--- config.mk ---
export PLATFORM = sky130hd
export DESIGN_NAME = ctrl_scheduler_flat
export DESIGN_NICKNAME = d
export VERILOG_FILES = /design/src/rtl/ctrl_scheduler_if.sv /design/src/rtl/ctrl_scheduler.sv /design/src/flat_wrapper.sv
export SDC_FILE = /design/constraint.sdc
export NUM_CORES = 1
export LEC_CHECK = 0
export BUFFER_PORTS_ARGS = -buffer_cell sky130_fd_sc_hd__buf_2
export CORE_ASPECT_RATIO = 0.6
export CORE_MARGIN = 2
export CORE_UTILIZATION = 50
export DETAILED_ROUTE_END_ITERATION = 10
export PLACE_DENSITY = 0.69
export SETUP_SLACK_MARGIN = 0.5
export SLEW_MARGIN = 20
export SYNTH_ARGS = -nofsm -noshare
export SYNTH_HDL_FRONTEND = slang
export SYNTH_SLANG_ARGS = --single-unit
--- constraint.sdc ---
create_clock -name clock -period 1.86 [get_ports clock]
set_input_delay 0.465 -clock clock [delete_from_list [all_inputs] [get_ports clock]]
set_output_delay 0.465 -clock clock [all_outputs]
set_load 0.01 [all_outputs]
--- src/rtl/ctrl_scheduler_if.sv ---
// ctrl_scheduler_if: control, configuration and event bus of the scheduler.
//   master : drives i_start/i_stop and the config write port, receives events
//   slave  : the scheduler itself
//   i_start, i_stop          level start / stop-at-end-of-period requests
//   i_cfg_we/addr/data       single-cycle config register write
//   o_slot[N_SLOTS]          per-slot compare-match pulses
//   o_ctrl                   OR of o_slot, aligned with it
//   o_wrap                   end-of-period pulse
//   o_busy, o_cnt            sequencing status and current counter
//   o_cfg_err                rejected config write pulse
interface ctrl_scheduler_if #(
    parameter int N_SLOTS = 4,
    parameter int CNT_W   = 5
);
    logic                 i_start;
    logic                 i_stop;
    logic                 i_cfg_we;
    logic [2:0]           i_cfg_addr;
    logic [CNT_W-1:0]     i_cfg_data;
    logic [N_SLOTS-1:0]   o_slot;
    logic                 o_ctrl;
    logic                 o_wrap;
    logic                 o_busy;
    logic [CNT_W-1:0]     o_cnt;
    logic                 o_cfg_err;

    modport master (
        output i_start, i_stop, i_cfg_we, i_cfg_addr, i_cfg_data,
        input  o_slot, o_ctrl, o_wrap, o_busy, o_cnt, o_cfg_err
    );

    modport slave (
        input  i_start, i_stop, i_cfg_we, i_cfg_addr, i_cfg_data,
        output o_slot, o_ctrl, o_wrap, o_busy, o_cnt, o_cfg_err
    );
endinterface

--- src/rtl/ctrl_scheduler.sv ---
// ctrl_scheduler: periodic counter with N_SLOTS compare slots.
// A counter runs 0..period while busy; each enabled slot pulses one cycle
// after the counter equals its compare value, o_wrap pulses one cycle after
// the counter reaches period. Stop requests let the current period finish.
// Ports:
//   clock  single clock, all state on posedge
//   reset  synchronous active-high; restores config defaults, aborts a run
//   bus    ctrl_scheduler_if.slave (start/stop, config writes, event outputs)
// Config map: 0..N_SLOTS-1 cmp[k], 4 period, 5 enable mask, 6/7 reserved.
// The map assumes N_SLOTS <= 4 and N_SLOTS <= CNT_W.
module ctrl_scheduler #(
    parameter int N_SLOTS = 4,
    parameter int CNT_W   = 5
) (
    input  logic             clock,
    input  logic             reset,
    ctrl_scheduler_if.slave  bus
);

    localparam logic [2:0] ADDR_PERIOD = 3'd4;
    localparam logic [2:0] ADDR_MASK   = 3'd5;

    typedef enum logic [1:0] {
        ST_IDLE     = 2'd0,
        ST_RUN      = 2'd1,
        ST_STOPPING = 2'd2
    } state_e;

    function automatic logic [CNT_W-1:0] default_cmp(input int k);
        case (k)
            0:       return CNT_W'(4);
            1:       return CNT_W'(20);
            2:       return CNT_W'(24);
            default: return CNT_W'(0);
        endcase
    endfunction

    state_e                          state_q, state_d;
    logic                            busy;
    logic [CNT_W-1:0]                cnt_q, cnt_d;
    logic [CNT_W-1:0]                period_q;
    logic [N_SLOTS-1:0][CNT_W-1:0]   cmp_q;
    logic [N_SLOTS-1:0]              en_q;
    logic [N_SLOTS-1:0]              hit;
    logic [N_SLOTS-1:0]              slot_q;
    logic                            ctrl_q, wrap_q, cfg_err_q;
    logic                            at_end;
    logic                            cfg_wr;
    logic                            cfg_err_d;

    // ---------------- FSM: state register ----------------
    always_ff @(posedge clock) begin
        if (reset) state_q <= ST_IDLE;
        else       state_q <= state_d;
    end

    // ---------------- FSM: next state ----------------
    always_comb begin
        state_d = state_q;
        case (state_q)
            ST_IDLE:     if (bus.i_start && !bus.i_stop) state_d = ST_RUN;
            ST_RUN:      if (bus.i_stop)                 state_d = ST_STOPPING;
            ST_STOPPING: if (at_end)                     state_d = ST_IDLE;
            default:                                     state_d = ST_IDLE;
        endcase
    end

    // ---------------- FSM: outputs ----------------
    always_comb begin
        busy = (state_q != ST_IDLE);
    end

    // ---------------- period counter ----------------
    // cnt never exceeds period: period only changes in IDLE, where cnt is 0.
    assign at_end = (cnt_q == period_q);

    always_comb begin
        cnt_d = '0;
        if (busy && !at_end) cnt_d = cnt_q + CNT_W'(1);
    end

    always_ff @(posedge clock) begin
        if (reset) cnt_q <= '0;
        else       cnt_q <= cnt_d;
    end

    // ---------------- configuration ----------------
    assign cfg_wr    = bus.i_cfg_we && (state_q == ST_IDLE);
    assign cfg_err_d = bus.i_cfg_we && busy && (bus.i_cfg_addr <= ADDR_MASK);

    always_ff @(posedge clock) begin
        if (reset) begin
            period_q <= CNT_W'(31);
            en_q     <= N_SLOTS'(4'b0111);
            for (int k = 0; k < N_SLOTS; k++) cmp_q[k] <= default_cmp(k);
        end else if (cfg_wr) begin
            for (int k = 0; k < N_SLOTS; k++) begin
                if (bus.i_cfg_addr == 3'(k)) cmp_q[k] <= bus.i_cfg_data;
            end
            if (bus.i_cfg_addr == ADDR_PERIOD) period_q <= bus.i_cfg_data;
            if (bus.i_cfg_addr == ADDR_MASK)   en_q     <= bus.i_cfg_data[N_SLOTS-1:0];
        end
    end

    // ---------------- per-slot compare ----------------
    for (genvar k = 0; k < N_SLOTS; k++) begin : g_slot
        assign hit[k] = busy && en_q[k] && (cnt_q == cmp_q[k]);

        always_ff @(posedge clock) begin
            if (reset) slot_q[k] <= 1'b0;
            else       slot_q[k] <= hit[k];
        end
    end

    // ---------------- registered event outputs ----------------
    // o_ctrl is built from the same hit vector so it lines up with o_slot.
    always_ff @(posedge clock) begin
        if (reset) begin
            ctrl_q    <= 1'b0;
            wrap_q    <= 1'b0;
            cfg_err_q <= 1'b0;
        end else begin
            ctrl_q    <= |hit;
            wrap_q    <= busy && at_end;
            cfg_err_q <= cfg_err_d;
        end
    end

    assign bus.o_slot    = slot_q;
    assign bus.o_ctrl    = ctrl_q;
    assign bus.o_wrap    = wrap_q;
    assign bus.o_busy    = busy;
    assign bus.o_cnt     = cnt_q;
    assign bus.o_cfg_err = cfg_err_q;

endmodule

--- src/flat_wrapper.sv ---
// flat-port wrapper written by rule: the top's interface ports become plain ports
module ctrl_scheduler_flat 
#(
    parameter int N_SLOTS = 4,
    parameter int CNT_W   = 5
)
  (clock, reset, bus_i_start, bus_i_stop, bus_i_cfg_we, bus_i_cfg_addr, bus_i_cfg_data, bus_o_slot, bus_o_ctrl, bus_o_wrap, bus_o_busy, bus_o_cnt, bus_o_cfg_err);
  ctrl_scheduler_if #(.N_SLOTS(N_SLOTS), .CNT_W(CNT_W)) bus_i ();
  input  logic clock;
  input  logic reset;
  input wire logic [$bits(bus_i.i_start)-1:0] bus_i_start;
  input wire logic [$bits(bus_i.i_stop)-1:0] bus_i_stop;
  input wire logic [$bits(bus_i.i_cfg_we)-1:0] bus_i_cfg_we;
  input wire logic [$bits(bus_i.i_cfg_addr)-1:0] bus_i_cfg_addr;
  input wire logic [$bits(bus_i.i_cfg_data)-1:0] bus_i_cfg_data;
  output wire logic [$bits(bus_i.o_slot)-1:0] bus_o_slot;
  output wire logic [$bits(bus_i.o_ctrl)-1:0] bus_o_ctrl;
  output wire logic [$bits(bus_i.o_wrap)-1:0] bus_o_wrap;
  output wire logic [$bits(bus_i.o_busy)-1:0] bus_o_busy;
  output wire logic [$bits(bus_i.o_cnt)-1:0] bus_o_cnt;
  output wire logic [$bits(bus_i.o_cfg_err)-1:0] bus_o_cfg_err;
  assign bus_i.i_start = bus_i_start;
  assign bus_i.i_stop = bus_i_stop;
  assign bus_i.i_cfg_we = bus_i_cfg_we;
  assign bus_i.i_cfg_addr = bus_i_cfg_addr;
  assign bus_i.i_cfg_data = bus_i_cfg_data;
  assign bus_o_slot = bus_i.o_slot;
  assign bus_o_ctrl = bus_i.o_ctrl;
  assign bus_o_wrap = bus_i.o_wrap;
  assign bus_o_busy = bus_i.o_busy;
  assign bus_o_cnt = bus_i.o_cnt;
  assign bus_o_cfg_err = bus_i.o_cfg_err;
  ctrl_scheduler #(.N_SLOTS(N_SLOTS), .CNT_W(CNT_W)) u_core (.clock(clock), .reset(reset), .bus(bus_i));
endmodule
==> results by group, run 1 <==
Outcome
  – Status: complete, no violations

Yosys
  – Synth top area cells: dfxtp_1 46%, mux2i_1 8.6%, xor2_1 8.5%, nor2_1 6.7%, a211o_1 5.7%
  – Post-Syn Instances: 191
  – Mapped Area: 1850 um^2
  – Post-Synth Adder-Cell Area: 0.00676
  – Yosys synthesis warning count: 0
  – Post-synthesis mux area share: 0.0865
  – XOR/XNOR Fraction of Synth Area: 0.132
  – Largest family of logic cells by synthesized area: simple AND/OR/NAND/NOR gates
  – Synth Area in Compound Gates: 0.0764
  – Area leader, netlist: dfxtp_1
  – Sequential-to-total area share from yosys stat: 0.465
  – Synthesized flop and latch total: 43
  – Syn Area/Cell: 9.70 um^2
  – Post-synthesis simple-gate area fraction: 0.193
  – Post-synth cell types: 26
  – Mapped Nets: 205
  – Yosys top cell area share: 0.465

Floorplanning
  – IO Pins: 26
  – Row count: 17
  – Die W: 82.6 um
  – Initial Utilization: 0.512
  – Die H: 51.1 um
  – Die Area: 4220 um^2
  – Core area: 3620 um^2

Place
  – Port bufs: 25
  – GPL Wtd Cong: 0.822
  – Final HPWL DP: 3120 um
  – DP Cell Count: 260

Clock tree
  – Clock Latency Late Sink: 0.30 ns
  – Cts hold-fix bufs: 0
  – Clock sinks: 43
  – CTS Buf Count: 5
  – CTS HTree Levels: 2
  – Longest Clk Path Bufs: 2
  – CTS tree: built
  – Reg clk slew, reported paths: 0.08 ns
  – Root cell of the clock tree: clkbuf_8

Layout
  – Area grow syn2layout: 27.8%
  – Layout cells sized above 1: 0.323
  – Final Non-Filler Cells: 276
  – Final nets: 242
  – Fillers: 286
  – Antenna cells: 0

STA
  – RSZ-0062 raised after global routing: yes
  – Max frequency: 694 MHz
  – Final Slew Violations: 0
  – Slew @ Worst Pin: 0.323 ns
  – Rel. slew slack: 0.785
  – Final setup viols: 0
  – Fin Setup TNS: 0 ns
  – Final period util: 0.774
  – Max Clock Skew: 0.00664 ns
  – Final-report hold violation count: 0
  – Tmin final: 1.44 ns

Setup path
  – Largest stage delay, worst path: 0.37 ns
  – Crit-path cells: nor2_4 > inv_2 > buf_6
  – WP data required: 1.39 ns
  – Worst path bufs/invs: 2
  – Worst endpoint data arrival time: 0.98 ns
  – CP delay by family, top: flip-flops
  – Crit. End Element: primary output
  – Worst setup SP type: register
  – CP max FO: 6
  – R2R setup slack: 0.45 ns
  – CP max stage cell: dfxtp_4
  – WS Path Type: register to primary output

Routing
  – DRC Markers: 0
  – TritonRoute pass-1 iters: 4
  – DR iter-0 viols: 120
  – Routed Wire Length: 4390 um
  – Via count: 1511
  – Wire per inst: 15.9 um
  – Routed Antenna Nets: 0
  – Number of vias per cell: 5.47

Pwr
  – PwrDens: 797 nW/um^2
  – LEAKAGE: 1.12 nW
  – Worst VDD drop: 472 uV

GRT
  – Global-route wire length before repair: 7060 um
  – Overflow after GRT: 0
  – Initial antenna violation count: 0
  – GRT Overall Usage: 0.234
  – Largest net degree at the start of global routing: 20
  – Number of global-route vias before repair: 1506

Job
  – Max_cap viols: 0

Hold path
  – Min-delay worst type: input pin to register
[where the power goes]
part           switching [mW]  total [mW]  internal, mW
clock network           0.331       0.766         0.435
logic                  0.0924       0.169        0.0763
registers              0.0181       0.952         0.934
total                   0.442        1.89          1.44
[metal layers]
layer  share of wire  GRT usage
met1            0.46      0.292
met2            0.45      0.378
met3           0.062     0.0565
met4           0.028      0.115
met5               0          0
[area by class of cell]
class / instances / area [um^2] / share of cell area
multi-input combinational: 131 / 1000 / 0.424
sequential: 43 / 885 / 0.374
timing repair buffer: 42 / 283 / 0.119
clock buffer: 6 / 82.6 / 0.0349
tap: 47 / 58.8 / 0.0248
clock inverter: 2 / 35.0 / 0.0148
inverter: 5 / 18.8 / 0.00793
[worst register-to-register path, cell delays in order, from the launching register on]
cell,delay (ns)
dfxtp_4,0.37
buf_4,0.14
nor4_4,0.20
and3_4,0.30
nor2b_1,0.06
a211o_1,0.23
[placed cells by master, fill, tap and decap left out, types with 4 or more instances in the layout]
cell      synthesis  final
a211o_1          12     12
mux2i_1          16     16
dfxtp_1          43     36
clkbuf_8          0      6
inv_1             5      4
nand4_1           5      5
nor2b_1          10      9
xnor2_1          10      9
buf_4             1     14
buf_2             6     22
xor2_1           18     17
buf_6             0      6
dfxtp_4           0      6
nor2_1           33     32
[sequential cells by signal, indices dropped and copies added, names as in the netlist]
| name | cells |
|---|---|
| u_core.period_q | 5 |
| u_core.state_q | 2 |
| u_core.bus.o_ctrl | 1 |
| u_core.bus.o_slot | 4 |
| u_core.bus.o_cnt | 5 |
| u_core.bus.o_cfg_err | 1 |
| u_core.en_q | 4 |
| u_core.bus.o_wrap | 1 |
| u_core.cmp_q | 20 |
[stage by stage]
stage          total power [mW]  utilization  hold slack, ns  setup WS (ns)  area [um^2]
5_1_grt                    1.95        0.655           0.331          0.378         2370
3_3_place_gp               1.11        0.571           0.464          0.218         2070
2_1_floorplan              1.07            -           0.442          0.490         1880
3_5_place_dp               1.12        0.571           0.473          0.116         2070
6_report                   1.89        0.655           0.346          0.420         2370
4_1_cts                    1.89        0.641           0.336          0.414         2320
[worst paths after layout]
kind | startpoint | end | depth (start not counted)
max reg2reg | u_core.state_q[1] | u_core.period_q[3] | 5
min reg2reg | u_core.bus.o_cnt[0] | u_core.bus.o_cnt[0] | 1
max | u_core.state_q[1] | bus_o_busy | 3
min | bus_i_stop | u_core.state_q[0] | 2
[kinds of logic after synthesis]
family	after synthesis
adders and majority gates	1
and+or+nand+nor	68
muxes	16
xor gates and xnor gates	28
AOI/OAI and AO/OA	18
DFF	43
buffers and inverters	17
[cells in the mapped netlist]
cell,instances
a211o_1,12
a21oi_1,2
a41oi_1,1
and3_1,2
and4_1,1
buf_2,6
buf_4,1
clkbuf_1,5
dfxtp_1,43
ha_1,1
inv_1,5
mux2i_1,16
nand2_1,3
nand3_1,4
nand3b_1,1
nand4_1,5
nand4b_2,1
nor2_1,33
nor2b_1,10
nor3_1,1
nor4_1,6
nor4_4,1
o21ai_0,2
o21bai_1,1
xnor2_1,10
xor2_1,18
[what timing repair did]
| action | 4_1_cts | 5_1_grt |
|---|---|---|
| pin swaps | 7 | 3 |
| resized for setup | 27 | 9 |
| setup buffers | 7 | 1 |
| endpoints found under the setup margin | 37 | 29 |
(Power assumes the default switching activity.)
==> inputs of run 2 (changes only) <==
- ABC_AREA: default -> 1
- clock period: 1.86 -> 1.4 ns (I/O delays scaled with it)
==> results by group, run 2 <==
STA
  – Final-report hold violation count: 0 (unchanged)
  – Worst Setup Slack, final: 0.147 ns (-0.273 ns)
  – Tmin final: 1.25 ns
  – Slew @ Worst Pin: 0.327 ns (+0.00372 ns)
  – Worst hold margin: 0.230 ns (-0.116 ns)
  – Max Clock Skew: 0.00458 ns (-0.00205 ns)
  – Rel. slew slack: 0.777 (-0.00811)
  – Final Slew Violations: 0 (unchanged)
  – Max frequency: 798 MHz
  – Final setup viols: 0 (unchanged)
  – RSZ-0062 raised after global routing: yes
  – Final period util: 0.895
  – Fin Setup TNS: 0 ns (unchanged)

Floorplanning
  – Die W: 85.7 um (+3.8%)
  – Initial Utilization: 0.534 (+0.0223)
  – IO Pins: 26 (unchanged)
  – Core area: 3740 um^2 (+3.5%)
  – Die Area: 4540 um^2 (+7.5%)
  – Row count: 17 (unchanged)
  – Die H: 53 um (+3.6%)

Setup path
  – Worst endpoint data arrival time: 1.48 ns (+0.50 ns)
  – CP max FO: 5 (-1)
  – WS Path Type: register to register
  – Worst setup SP type: register
  – WP data required: 1.63 ns (+0.24 ns)
  – Crit. End Element: register

Routing
  – DR iter-0 viols: 134 (+12%)
  – M1 WL: 2640 um (+31%)
  – Met3 Routed Length: 302 um (+11%)
  – TritonRoute pass-1 iters: 4 (unchanged)
  – DRC Markers: 0 (unchanged)
  – Wire per inst: 13.7 um (-14%)
  – Routed Antenna Nets: 0 (unchanged)
  – Routed Wire Length: 5150 um (+17%)
  – Number of vias per cell: 5.05 (-7.7%)
  – Highest routed layer: met4
  – Via count: 1899 (+26%)
  – WL met2: 2150 um (+8.8%)

Yosys
  – Syn Area/Cell: 7.00 um^2 (-28%)
  – Sequential-to-total area share from yosys stat: 0.430 (-0.0346)
  – Area leader, netlist: dfxtp_1
  – Synthesized flop and latch total: 43 (unchanged)
  – Synth top cells by count: 82 x nand2_1, 43 x dfxtp_1, 34 x nor2_1
  – Top_reg_cell synth: dfxtp_1
  – Synth top area cells: dfxtp_1 43%, nand2_1 15%, nor2_1 6.4%, a21oi_1 5.5%, o21ai_1 5.0%
  – Post-synth cell types: 23 (-12%)
  – Yosys synthesis warning count: 0 (unchanged)
  – Mapped Area: 2000 um^2 (+8.0%)
  – FFs w/ async S/R, synth: 0 (unchanged)
  – Number of synthesized flops with an enable pin: 0 (unchanged)
  – Post-Syn Instances: 286 (+50%)
  – Most common cell in the netlist: nand2_1
  – Mapped Nets: 300 (+46%)
  – Yosys top cell area share: 0.430 (-0.0346)

GRT
  – Overflow after GRT: 0 (unchanged)
  – Initial antenna violation count: 0 (unchanged)
  – Number of global-route vias before repair: 1610 (+6.9%)
  – Global-route wire length before repair: 8020 um (+14%)
  – Largest net degree at the start of global routing: 24 (+20%)
  – GRT Overall Usage: 0.243 (+0.00906)

Clock tree
  – CTS HTree Levels: 2 (unchanged)
  – Cts hold-fix bufs: 0 (unchanged)
  – Longest Clk Path Bufs: 2 (unchanged)
  – Reg clk slew, reported paths: 0.08 ns (about the same)
  – CTS Buf Count: 5 (unchanged)
  – Root cell of the clock tree: clkbuf_8
  – Clock Latency Late Sink: 0.30 ns (about the same)
  – CTS tree: built
  – Clock sinks: 43 (unchanged)

Place
  – Final HPWL DP: 3340 um (+6.9%)
  – Port bufs: 25 (unchanged)
  – GPL Wtd Cong: 0.827 (+0.68%)
  – Pre-CTS setup slack: 0.104 ns (-0.0123 ns)

Layout
  – Max FFs per register: 20 (unchanged)
  – Leading cell type in the layout, fill and taps excluded: nand2_1
  – Top reg by flops: u_core.cmp_q
  – Area grow syn2layout: 33.8%
  – Layout cells sized above 1: 0.368 (+0.0446)
  – Most frequent cells in the layout: 65 x nand2_1, 36 x dfxtp_1, 25 x nor2_1
  – Antenna cells: 0 (unchanged)
  – Final nets: 342 (+41%)
  – Fillers: 325 (+14%)

Pwr
  – PwrDens: 879 nW/um^2 (+10%)
  – Worst VDD drop: 657 uV (+39%)
  – Pwr Total: 2.35 mW (+25%)
  – LEAKAGE: 1.23 nW (+9.9%)

Hold path
  – Min-delay worst type: input pin to register

Outcome
  – Status: complete, no violations

Job
  – Max_cap viols: 0 (unchanged)
[run 2: layout make-up]
cell class                      count  area, um^2  share of cell area
Clock buffer                        7        76.3              0.0285
Tap cell                           47        58.8              0.0220
Sequential cell                    43         887               0.331
Clock inverter                      1        5.00             0.00187
Multi-Input combinational cell    198        1140               0.426
Inverter                           38         170              0.0636
Timing Repair Buffer               42         338               0.126
[run 2: power breakdown]
group | internal [mW] | switching [mW] | total, mW | leakage [nW]
Sequential | 1.25 | 0.0271 | 1.27 | 0.354
Clock | 0.350 | 0.412 | 0.762 | 0.0422
Combinational | 0.121 | 0.197 | 0.318 | 0.837
Total | 1.72 | 0.635 | 2.35 | 1.23
[run 2: kinds of logic (layout without fill, tap and decap cells)]
family,after synthesis,in the layout,synth area share
xor+xnor,8,8,0.0350
compound gates,46,46,0.117
buf+inv,46,88,0.0894
flops,43,43,0.430
simple gates,142,143,0.322
fa+ha+maj,1,1,0.00625
[run 2: path summary, 6_finish.rpt]
kind	start	to	slack, ns	cells past startpoint
setup / recovery	u_core.state_q[1]	u_core.cmp_q[18]	0.15	5
hold / removal	bus_i_stop	u_core.state_q[0]	0.23	2
setup reg to reg	u_core.state_q[1]	u_core.cmp_q[18]	0.15	5
hold reg to reg	u_core.cmp_q[5]	u_core.cmp_q[5]	0.47	2
[run 2: worst max-delay path, stage by stage (launching register included)]
cell and delay, ns:
dfxtp_4 0.37, nor2_4 0.14, nand2_4 0.10, nor2_8 0.17, nand3_2 0.20, a21oi_1 0.20
[run 2: per-layer routing]
| metal | track usage | vias to the layer above |
|---|---|---|
| met5 | 0 | - |
| li1 | - | 980 |
| met4 | 0.0714 | 0 |
| met2 | 0.353 | 57 |
| met3 | 0.0546 | 7 |
| met1 | 0.357 | 855 |
[run 2: metrics by stage]
step                cells  utilization  cell area [um^2]
finish                376        0.715              2680
global route          376        0.715              2680
CTS                   374        0.679              2540
detailed placement    352        0.589              2200
global placement      352        0.589              2200
floorplan             286            -              2070
[run 2: repair_timing]
action                                  4_1_cts  5_1_grt
setup buffers                                13        2
gates resized for setup                      37       36
hold endpoints to repair                      0        0
pin swaps                                    21       23
endpoints found under the setup margin       54       56
cloned                                        1        0
==> inputs of run 3 (changes only) <==
- RECOVER_POWER: default -> 50
- SLEW_MARGIN: 20 -> default
==> results by group, run 3 (same netlist as run 2, synthesis figures left out) <==
Floorplanning
  – Row count: 17 (unchanged)
  – IO Pins: 26 (unchanged)
  – Die W: 85.7 um (unchanged)
  – Die H: 53 um (unchanged)
  – Die Area: 4540 um^2 (unchanged)
  – Initial Utilization: 0.534 (unchanged)
  – Core area: 3740 um^2 (unchanged)

Routing
  – TritonRoute pass-1 iters: 4 (unchanged)
  – Wire per inst: 13.7 um (-0.21%)
  – DRC Markers: 0 (unchanged)
  – Routed Antenna Nets: 0 (unchanged)
  – Via count: 1882 (-0.90%)
  – DR iter-0 viols: 133 (-0.75%)
  – Routed Wire Length: 5140 um (-0.21%)
  – Number of vias per cell: 5.01 (-0.90%)

Pwr
  – P_int: 1.72 mW (+0.13%)
  – Worst VDD drop: 658 uV (+0.23%)
  – Clock group share of total power: 0.324 (about the same)
  – Combinational fraction of design power: 0.133 (-0.002)
  – Psw: 0.635 mW (about the same)
  – PwrDens: 894 nW/um^2 (+1.6%)
  – Register share of total power: 0.542 (about the same)
  – Sw Share: 0.270 (-0.000414)
  – LEAKAGE: 1.20 nW (-2.8%)

GRT
  – Met2 Use GR: 0.353 (unchanged)
  – Global-route wire length before repair: 8020 um (unchanged)
  – Met1 Use GR: 0.357 (unchanged)
  – Overflow after GRT: 0 (unchanged)
  – GR peak layer: met1
  – Number of global-route vias before repair: 1610 (unchanged)
  – Met3 Usage GRT: 0.0546 (unchanged)
  – GRT Overall Usage: 0.243 (unchanged)
  – Largest net degree at the start of global routing: 24 (unchanged)
  – Initial antenna violation count: 0 (unchanged)

Layout
  – Leading cell type in the layout, fill and taps excluded: nand2_1
  – Area grow syn2layout: 31.7%
  – Final nets: 342 (unchanged)
  – Layout cells sized above 1: 0.322 (-0.0456)
  – Top reg by flops: u_core.cmp_q
  – Antenna cells: 0 (unchanged)
  – Design area: 2640 um^2 (-1.5%)
  – Most frequent cells in the layout: 66 x nand2_1, 38 x dfxtp_1, 26 x inv_1
  – Final Non-Filler Cells: 376 (unchanged)
  – Max FFs per register: 20 (unchanged)
  – Fillers: 333 (+2.5%)

Place
  – Pre-CTS setup slack: 0.104 ns (unchanged)
  – Final HPWL DP: 3340 um (unchanged)
  – GPL Wtd Cong: 0.827 (unchanged)
  – DP Cell Count: 352 (unchanged)
  – Placement Cell Area: 2200 um^2 (unchanged)
  – Port bufs: 25 (unchanged)

STA
  – Max frequency: 772 MHz (-3.3%)
  – Tmin final: 1.30 ns (+0.0423 ns)
  – Rel. slew slack: 0.774 (-0.00308)
  – Slew @ Worst Pin: 0.331 ns (+0.00451 ns)
  – Final Slew Violations: 0 (unchanged)
  – Worst Setup Slack, final: 0.105 ns (-0.0423 ns)
  – RSZ-0062 raised after global routing: yes
  – Worst hold margin: 0.228 ns (-0.00164 ns)
  – Fin Setup TNS: 0 ns (unchanged)
  – Final-report hold violation count: 0 (unchanged)
  – Final setup viols: 0 (unchanged)
  – Max Clock Skew: 0.00455 ns (-0.0000299 ns)
  – Final period util: 0.925 (+0.0302)

Setup path
  – Worst endpoint data arrival time: 0.95 ns (-0.53 ns)
  – Worst path bufs/invs: 1 (+1)
  – WS Path Type: register to primary output
  – Worst setup SP type: register
  – Crit. End Element: primary output
  – WP data required: 1.05 ns (-0.58 ns)
  – CP delay by family, top: flip-flops
  – Largest stage delay, worst path: 0.46 ns (+0.09 ns)
  – Critical path depth: 1 (-4)
  – CP max FO: 4 (-1)
  – Crit-path cells: clkbuf_1
  – CP max stage cell: dfxtp_1
  – Register-to-Register Path Depth: 9 (+4)

Outcome
  – Status: complete, no violations

Clock tree
  – CTS Buf Count: 5 (unchanged)
  – Cts hold-fix bufs: 0 (unchanged)
  – Clock sinks: 43 (unchanged)
  – CTS tree: built
  – CTS HTree Levels: 2 (unchanged)
  – Root cell of the clock tree: clkbuf_8
  – Reg clk slew, reported paths: 0.08 ns (about the same)
  – Longest Clk Path Bufs: 2 (unchanged)
  – Clock Latency Late Sink: 0.29 ns (about the same)

Hold path
  – Min-delay worst type: input pin to register
  – Worst Hold Depth: 2 (unchanged)

Job
  – Max_cap viols: 0 (unchanged)
==> run 3: cell count changes in the layout (fill, tap and decap cells not counted), moves of 2 or more <==
cell / change
inv_2: -2
dfxtp_4: -2
buf_2: -7
dfxtp_1: +2
nand3_2: -2
nand3_1: +2
clkbuf_1: +8
inv_1: +2
==> run 3: path summary, 6_finish.rpt <==
| kind | to | slack (ns) | startpoint |
|---|---|---|---|
| setup reg to reg | u_core.bus.o_ctrl | 0.13 | u_core.bus.o_cnt[2] |
| setup / recovery | bus_o_cnt[2] | 0.10 | u_core.bus.o_cnt[2] |
| hold reg to reg | u_core.cmp_q[5] | 0.47 | u_core.cmp_q[5] |
| hold / removal | u_core.state_q[0] | 0.23 | bus_i_stop |
==> run 3: power groups by stage <==
| stage | sequential [mW] | combinational (mW) | clock (mW) |
|---|---|---|---|
| finish | 1.28 | 0.314 | 0.764 |
| global route | 1.28 | 0.347 | 0.821 |
| CTS | 1.27 | 0.286 | 0.771 |
| detailed placement | 1.31 | 0.241 | 0 |
| global placement | 1.31 | 0.238 | 0 |
| floorplan | 1.30 | 0.163 | 0 |
==> run 3: layout make-up <==
type	count	area, um^2	share of cell area
clock buffers	7	76.3	0.0290
inverters	38	170	0.0646
repair buffers	42	322	0.122
flip-flops and latches	43	880	0.334
multi-input cells	198	1120	0.426
clock inverters	1	5.00	0.00190
well taps	47	58.8	0.0223
==> run 3: routing by layer <==
metal	wire length [um]	vias up
met5	0	-
met4	39	0
met3	233	5
met2	2170	49
met1	2700	849
li1	-	979
==> run 3: through the flow <==
stage / power (mW) / util
after floorplan: 1.47 / -
after global placement: 1.55 / 0.589
after detailed placement: 1.55 / 0.589
after CTS: 2.33 / 0.679
after global routing: 2.45 / 0.704
final: 2.36 / 0.704
==> run 3: timing repair <==
item | 4_1_cts | 5_1_grt
endpoints found under the hold margin | 0 | 0
endpoints found under the setup margin | 54 | 56
gates resized for setup | 37 | 36
gates cloned | 1 | 0
buffers inserted | 13 | 2
pin swaps | 21 | 23
